===== src/rtl/gfx_cmd_issuer.sv =====
// gfx_cmd_issuer: turns 48-bit command words into Wishbone register writes and GFX_STATUS busy polls
module gfx_cmd_issuer #(
  parameter int POLL_GAP = 8,
  parameter int TIMEOUT  = 4096
) (
  input  logic        clk_i,
  input  logic        rst_i,
  input  logic        cmd_valid_i,
  output logic        cmd_ready_o,
  input  logic [47:0] cmd_i,
  output logic        cyc_o,
  output logic        stb_o,
  output logic        we_o,
  output logic [7:0]  adr_o,
  output logic [31:0] dat_o,
  output logic [3:0]  sel_o,
  input  logic        ack_i,
  input  logic [31:0] dat_i,
  output logic        busy_o,
  output logic        err_o,
  output logic [1:0]  err_code_o
);
  localparam logic [7:0] OP_WR   = 8'h01;
  localparam logic [7:0] OP_WAIT = 8'h02;
  localparam logic [7:0] OP_DRAW = 8'h03;
  typedef enum logic [1:0] {IDLE, WRITE, GAP, POLL} state_t;
  state_t      state_q, state_d;
  logic [47:0] cmd_q, cmd_d;
  logic [15:0] poll_cnt_q, poll_cnt_d, gap_cnt_q, gap_cnt_d;
  logic        err_q, err_d;
  logic [1:0]  code_q, code_d, fault;
  logic        accept, is_draw, unused_dat;
  assign unused_dat  = ^dat_i[31:1];
  assign cmd_ready_o = state_q == IDLE && !rst_i;
  assign accept      = cmd_valid_i && cmd_ready_o;
  assign is_draw     = cmd_q[47:40] == OP_DRAW;
  always_comb begin
    state_d    = state_q;
    cmd_d      = cmd_q;
    poll_cnt_d = poll_cnt_q;
    gap_cnt_d  = gap_cnt_q;
    fault      = 2'd0;
    case (state_q)
      IDLE: if (accept) begin
        cmd_d      = cmd_i;
        poll_cnt_d = '0;
        if (cmd_i[47:40] == OP_WR) begin
          if (cmd_i[33:32] != 2'd0) fault = 2'd2;
          else state_d = WRITE;
        end else if (cmd_i[47:40] == OP_DRAW) state_d = WRITE;
        else if (cmd_i[47:40] == OP_WAIT) state_d = POLL;
        else fault = 2'd1;
      end
      // DRAW must not sample busy in the ack cycle, so it always waits out a gap first
      WRITE: if (ack_i) begin
        state_d   = is_draw ? GAP : IDLE;
        gap_cnt_d = '0;
      end
      GAP: begin
        gap_cnt_d = gap_cnt_q + 16'd1;
        if (gap_cnt_q == 16'(POLL_GAP - 1)) state_d = POLL;
      end
      POLL: if (ack_i) begin
        poll_cnt_d = poll_cnt_q + 16'd1;
        gap_cnt_d  = '0;
        if (!dat_i[0]) state_d = IDLE;
        else if (poll_cnt_d == 16'(TIMEOUT)) begin
          fault   = 2'd3;
          state_d = IDLE;
        end else state_d = GAP;
      end
      default: state_d = IDLE;
    endcase
    err_d  = err_q || fault != 2'd0;
    code_d = code_q == 2'd0 ? fault : code_q;
  end
  always_ff @(posedge clk_i) begin
    if (rst_i) begin
      state_q    <= IDLE;
      cmd_q      <= '0;
      poll_cnt_q <= '0;
      gap_cnt_q  <= '0;
      err_q      <= 1'b0;
      code_q     <= 2'd0;
    end else begin
      state_q    <= state_d;
      cmd_q      <= cmd_d;
      poll_cnt_q <= poll_cnt_d;
      gap_cnt_q  <= gap_cnt_d;
      err_q      <= err_d;
      code_q     <= code_d;
    end
  end
  assign cyc_o      = state_q == WRITE || state_q == POLL;
  assign stb_o      = cyc_o;
  assign we_o       = state_q == WRITE;
  assign sel_o      = cyc_o ? 4'hF : 4'h0;
  assign adr_o      = we_o ? (is_draw ? 8'h00 : cmd_q[39:32]) : state_q == POLL ? 8'h04 : 8'h00;
  assign dat_o      = we_o ? cmd_q[31:0] : 32'd0;
  assign busy_o     = state_q != IDLE;
  assign err_o      = err_q;
  assign err_code_o = code_q;
endmodule


===== config.mk =====
export PLATFORM = sky130hd
export DESIGN_NAME = gfx_cmd_issuer
export DESIGN_NICKNAME = d
export VERILOG_FILES = /design/src/rtl/gfx_cmd_issuer.sv
export SDC_FILE = /design/constraint.sdc
export NUM_CORES = 1
export LEC_CHECK = 0
export ABC_AREA = 1
export CORE_MARGIN = 10
export CORE_UTILIZATION = 42
export CTS_CLUSTER_SIZE = 8
export DETAILED_ROUTE_END_ITERATION = 16
export MAX_ROUTING_LAYER = met4
export PLACE_DENSITY = 0.81
export SYNTH_ARGS = -nofsm -noshare
export SYNTH_HDL_FRONTEND = slang
export SYNTH_SLANG_ARGS = --single-unit

===== constraint.sdc =====
create_clock -name clk_i -period 1.82 [get_ports clk_i]
set_input_delay 0.364 -clock clk_i [delete_from_list [all_inputs] [get_ports clk_i]]
set_output_delay 0.364 -clock clk_i [all_outputs]
set_load 0.05 [all_outputs]

==> impl_metrics.csv, run 1 <==
group,metric,value,unit
cts,cts_tree,"built",
yosys,synth.avg_cell_area,6.75,sq um
cts,hold_buffers,0,
die,dieArea,14500,sq um
place,place_hpwl,9450,um
yosys,yosys-top-cells-area,"dfxtp_1 (40%), nand2_1 (17%), inv_1 (7.1%), nand3_1 (6.9%), a21oi_1 (4.5%)",
final_layout,final_cell_mix,"nand2_1 (185), dfxtp_1 (70), buf_12 (56)",
yosys,synth-async-reset-ratio,0,%
power_and_ir_drop,vdd_drop_max,0.000415,V
route,avgViaCountPerCell,5.10,
timing,worstMarginPinSlew,0.416,ns
final_layout,fin_nets,853,
timing,final_hold_viol_count,0,
power_and_ir_drop,power,3.78,mW
yosys,ys_seq_area_share,40.0,%
route,post_drt_wl_per_cell,15.2,um
grt,grt_pass1_wl,20600,um
flow_run,cap_violations,0,
timing,rsz0062_at_grt,"true",
grt,grt.overflow.total,0,
timing,tns,-6.60,ns
timing,max_slew_margin,72.3,%
setup_path,arrival,2.32,ns
yosys,syn_nets,722,
place,dp_cells,869,
yosys,syn-cell-area,4250,sq um
die,die_y,121,um
final_layout,drive_gt1_share,31.3,%
die,pin_count,136,
yosys,ys_ff_latch,85,
die,rows,36,
yosys,yosysTopAreaCell,"dfxtp_1",
timing,setup_slack,-0.204,ns
route,first_pass_iters,4,
yosys,synth_ff_type,"dfxtp_1",
yosys,synth_edf_count,0,
timing,fin_crit,2.02,ns
timing,min_period_over_period,111,%
final_layout,utilization,70.1,%
outcome,status,"finished, violations left",
timing,maxSlewViolCount,0,
setup_path,worst-setup-path-type,"reg2reg",
timing,setup_viol,68,
cts,clock-root-buffer,"clkbuf_8",
place,dpl_cell_area,6330,sq um
route,via_count,4585,
setup_path,start_kind,"flip-flop",
yosys,ys_warn_count,0,
final_layout,n_fill_cell,734,
outcome,violations,"negative setup slack",
grt,antenna_found_initial,0,
cts,clock-sinks,85,
cts,clk_path_buf_depth,2,
yosys,ys_types,36,
place,port_buffers,104,
setup_path,required,2.12,ns
route,ant_nets,0,
hold_path,min_path_type,"reg2reg",
power_and_ir_drop,p_per_area,550,nW/um^2
yosys,netlist.area_leader.share,40.0,%
final_layout,area_growth,61.9,%
setup_path,crit_path_end_kind,"flip-flop",
route,drt_iter0_markers,348,
final_layout,layout.cells.most_common,"nand2_1",
die,fp.dieW,121,um
cts,numCtsBuffers,9,
timing,skew,0.00880,ns
power_and_ir_drop,p_leak,2.63,nW
grt,grt_usage,17.8,%
die,coreArea,9820,sq um
cts,clk_pin_slew_worst_paths,0.09,ns
yosys,syn_inst,630,
setup_path,reg2reg_from,"state_q[0]$_SDFFE_PP0P_",
cts,cts_htree_levels,3,
final_layout,fin_area,6880,sq um
timing,fmax,494,MHz
setup_path,cp_max_fo,5,
hold_path,hold_start,"cmd_q[12]$_SDFFE_PP0P_",
final_layout,final_cells,899,
route,routed_wl,13700,um
grt,first_global_vias,4252,
die,initial_core_util,43.3,%
place,gp_routability_congestion,0.896,
grt,grt_max_degree,61,
route,drc_errors,0,
setup_path,crit_start,"state_q[0]$_SDFFE_PP0P_",
cts,clk_latency,0.37,ns
final_layout,diodes,0,
==> critical path, stage by stage (launching register included) <==
cell,delay (ns)
dfxtp_4,0.39
inv_4,0.09
nand2_1,0.12
nand2_2,0.10
buf_4,0.11
and3_1,0.15
nand2_1,0.08
nor3_2,0.18
nand4_1,0.25
buf_4,0.21
inv_1,0.06
a21oi_1,0.08
nor3_1,0.14
==> final timing paths <==
path	to	slack [ns]	cells past startpoint
worst max-delay path	gap_cnt_q[12]$_SDFFE_PP0P_	-0.20	12
worst min-delay path	cmd_q[12]$_SDFFE_PP0P_	0.47	2
worst max register to register	gap_cnt_q[12]$_SDFFE_PP0P_	-0.20	12
worst min register to register	cmd_q[12]$_SDFFE_PP0P_	0.47	2
==> state kept, by name, summed over array words and instances, names as in the netlist <==
register	cells
cmd_q	48
err_code_o	2
err_o	1
gap_cnt_q	16
poll_cnt_q	16
state_q	2
==> what timing repair did <==
action | CTS | global route
endpoints found under the setup margin | 51 | 122
gates cloned | 0 | 1
buffers inserted | 7 | 6
pin swaps | 16 | 17
resized for setup | 28 | 48
==> cells in the mapped netlist, types with 3 or more instances <==
| master | number |
|---|---|
| nor2_4 | 5 |
| o21ai_0 | 23 |
| nor3_1 | 14 |
| nor2_2 | 9 |
| xor2_1 | 4 |
| ha_1 | 8 |
| nand2_4 | 3 |
| clkbuf_1 | 19 |
| nor2_1 | 40 |
| nand2_2 | 8 |
| inv_2 | 5 |
| nand4_1 | 7 |
| buf_4 | 5 |
| inv_1 | 80 |
| nand3_1 | 59 |
| dfxtp_1 | 85 |
| a21oi_1 | 38 |
| nand2_1 | 191 |
==> per-stage QoR <==
stage / hold slack (ns) / setup WS [ns]
final: 0.467 / -0.204
after global routing: 0.487 / -0.297
after CTS: 0.469 / -0.135
after detailed placement: 0.452 / -0.367
after global placement: 0.445 / -0.269
after floorplan: 0.431 / -0.170
==> area by class of cell <==
type                            count  area, sq um  area share [%]
Clock inverter                      3         45.0           0.655
Inverter                           87          459            6.67
Timing Repair Buffer              149         1990            28.9
Multi-Input combinational cell    429         2340            34.1
Tap cell                          133          166            2.42
Clock buffer                       13          149            2.16
Sequential cell                    85         1730            25.2
==> metal layers <==
metal  vias to the layer above  global-route usage (%)  part of all wire (%)
met3                        25                    3.26                   3.9
met2                       147                    30.2                    51
met1                      2171                    20.5                    43
met4                         0                    6.41                   2.4
li1                       2242                       -                     -
met5                         -                       -                     0
==> report_power, final <==
part	internal, mW	total, mW	leakage, nW	switching [mW]
logic	0.220	0.447	1.83	0.227
clock network	0.674	1.36	0.0899	0.682
registers	1.93	1.98	0.704	0.0452
==> cell families after synthesis <==
group | after synthesis | synth area share [%]
xor+xnor | 6 | 1.24
compound gates | 72 | 9.10
fa+ha+maj | 8 | 2.36
flops | 85 | 40.0
simple gates | 343 | 36.0
buf+inv | 116 | 11.3
(Power assumes the default switching activity.)
==> run 2, diff against run 1 <==
- CORE_MARGIN: 10 -> not set
==> impl_metrics.csv, run 2 (same netlist as run 1, synthesis figures left out) <==
group,metric,value,unit
place,dp_cells,867,
final_layout,drive_gt1_share,39.4,%
grt,grt.overflow.total,0,
setup_path,slowest_stage,"dfxtp_1",
timing,rsz0062_at_grt,"true",
route,first_pass_iters,6,
die,pin_count,136,
cts,clock-sinks,85,
hold_path,hold_path_depth,2,
timing,setup_slack,-0.216,ns
die,rows,36,
power_and_ir_drop,power.share.clock,37.6,%
setup_path,start_kind,"flip-flop",
outcome,violations,"negative setup slack",
route,routed_wl,15300,um
cts,cts_htree_levels,3,
power_and_ir_drop,power,3.93,mW
cts,hold_buffers,0,
grt,grt_usage,24.9,%
final_layout,largest_reg_flops,48,
setup_path,worst-setup-path-type,"reg2reg",
route,via_count,4926,
cts,clk_path_buf_depth,2,
route,ant_nets,0,
route,drt_iter0_markers,279,
cts,numCtsBuffers,9,
power_and_ir_drop,p_per_area,533,nW/um^2
power_and_ir_drop,vdd_drop_max,0.000328,V
route,post_drt_wl_per_cell,16.6,um
die,initial_core_util,43.5,%
setup_path,arrival,2.35,ns
timing,fin_crit,2.04,ns
final_layout,top_register,"cmd_q",
cts,clk_pin_slew_worst_paths,0.08,ns
power_and_ir_drop,pwr-share-seq,50.3,%
timing,final_hold_viol_count,0,
setup_path,required,2.13,ns
timing,max_slew_margin,72.7,%
cts,cts_tree,"built",
final_layout,final_cell_mix,"nand2_1 (163), dfxtp_1 (76), buf_12 (57)",
timing,skew,0.00475,ns
final_layout,n_fill_cell,615,
power_and_ir_drop,p_leak,2.91,nW
die,dieArea,10500,sq um
cts,clock-root-buffer,"clkbuf_8",
final_layout,layout.cells.most_common,"nand2_1",
grt,grt_max_degree,61,
setup_path,crit_path_end_kind,"flip-flop",
hold_path,hold_start,"cmd_q[27]$_SDFFE_PP0P_",
die,coreArea,9770,sq um
timing,fmax,491,MHz
final_layout,diodes,0,
route,drc_errors,0,
place,port_buffers,104,
timing,fin_hold_ws,0.468,ns
final_layout,area_growth,73.5,%
outcome,status,"finished, violations left",
final_layout,reg_top3,"cmd_q: 48 flops, gap_cnt_q: 16 flops, poll_cnt_q: 16 flops",
power_and_ir_drop,p_sw,0.993,mW
power_and_ir_drop,swShare,25.3,%
setup_path,timing.rr.end,"err_o$_SDFF_PP0_",
power_and_ir_drop,internal_power,2.94,mW
hold_path,min_path_type,"reg2reg",
setup_path,r2r_slack,-0.22,ns
power_and_ir_drop,combPwrFrac,12.0,%
die,die_y,103,um
setup_path,crit_chain,"nand2_1 > nor2_1 > nand2_1 > xnor2_1 > nor2_2 > nand2_1 > nor2_2 > nand3_2 > nand2_2 > nand2_1 > nand3_1 > nand2_1 > inv_1",
setup_path,rr_worst_depth,13,
grt,antenna_found_initial,0,
timing,setup_viol,75,
setup_path,critical-path-max-stage-delay,0.45,ns
timing,maxSlewViolCount,0,
final_layout,final_cells,923,
final_layout,fin_nets,877,
timing,min_period_over_period,112,%
cts,clk_latency,0.36,ns
grt,first_global_vias,4303,
route,avgViaCountPerCell,5.34,
timing,worstMarginPinSlew,0.410,ns
place,place_hpwl,8330,um
setup_path,path_common_cell,"nand2_1",
die,fp.dieW,103,um
grt,grt_pass1_wl,19900,um
setup_path,reg2reg_from,"poll_cnt_q[5]$_SDFFE_PP0P_",
flow_run,cap_violations,0,
hold_path,hold_end,"cmd_q[27]$_SDFFE_PP0P_",
setup_path,cp_max_fo,5,
place,gp_routability_congestion,0.926,
run 2: changes by cell type in the layout (fill, tap and decap cells not counted), sizes merged:
cell           before  now
clkdlybuf4s15       1    0
clkbuf             13   11
bufinv              1    2
clkinv              2    4
buf                96  120
run 2: layout make-up:
class | instances | area, sq um | area share, %
Timing Repair Buffer | 173 | 2200 | 29.9
Clock buffer | 10 | 128 | 1.73
Sequential cell | 85 | 1720 | 23.4
Inverter | 87 | 473 | 6.41
Tap cell | 133 | 166 | 2.26
Clock inverter | 6 | 86.3 | 1.17
Multi-Input combinational cell | 429 | 2590 | 35.2
run 2: stage by stage:
step                area (sq um)  TNS, ns  util, %  worst slack (ns)
global placement            6330    -2.57     64.7            -0.272
detailed placement          6330    -4.89     64.7            -0.351
floorplan                   4510    -2.20        -            -0.170
CTS                         6830    -3.26     69.9            -0.124
finish                      7380    -7.99     75.5            -0.216
global route                7380   -13.57     75.5            -0.448
run 2: critical path, delay by kind of cell (launching register included):
| kind | cells | cell delay, ns |
|---|---|---|
| buffers and inverters | 1 | 0.05 |
| xor gates and xnor gates | 1 | 0.19 |
| DFF | 1 | 0.45 |
| and+or+nand+nor | 11 | 1.30 |
run 2: routing by layer:
| metal | share of wire [%] | up-vias | GRT usage (%) |
|---|---|---|---|
| li1 | - | 2283 | - |
| met1 | 36 | 2298 | 28.3 |
| met2 | 52 | 255 | 43.7 |
| met3 | 6.3 | 90 | 2.64 |
| met4 | 5.2 | 0 | 11.9 |
| met5 | 0 | - | - |
run 2: worst max path at each step:
stage / slack (ns) / from / to
global route: -0.45 / poll_cnt_q[6]$_SDFFE_PP0P_ / err_o$_SDFF_PP0_
global placement: -0.27 / ack_i / gap_cnt_q[15]$_SDFFE_PP0P_
detailed placement: -0.35 / ack_i / gap_cnt_q[15]$_SDFFE_PP0P_
floorplan: -0.17 / state_q[0]$_SDFFE_PP0P_ / poll_cnt_q[10]$_SDFFE_PP0P_
finish: -0.22 / poll_cnt_q[5]$_SDFFE_PP0P_ / err_o$_SDFF_PP0_
CTS: -0.12 / state_q[0]$_SDFFE_PP0P_ / adr_o[1]
run 2: what timing repair did:
item | in CTS | in global routing
resized for setup | 38 | 110
buffers inserted | 19 | 22
pin swaps | 19 | 38
cloned | 1 | 2
setup endpoints to repair | 54 | 87
run 2: power by group through the flow:
stage	registers, mW	logic [mW]	clock network, mW
2_1_floorplan	2.02	0.192	0
3_3_place_gp	2.01	0.402	0
3_5_place_dp	2.02	0.413	0
4_1_cts	1.97	0.426	1.47
5_1_grt	1.99	0.507	1.57
6_report	1.98	0.473	1.48
==> run 3, diff against run 2 <==
- CTS_CLUSTER_DIAMETER: not set -> 100
==> results of run 3 <==
Same layout as run 2: the final DEF is identical, and so are final timing and power.
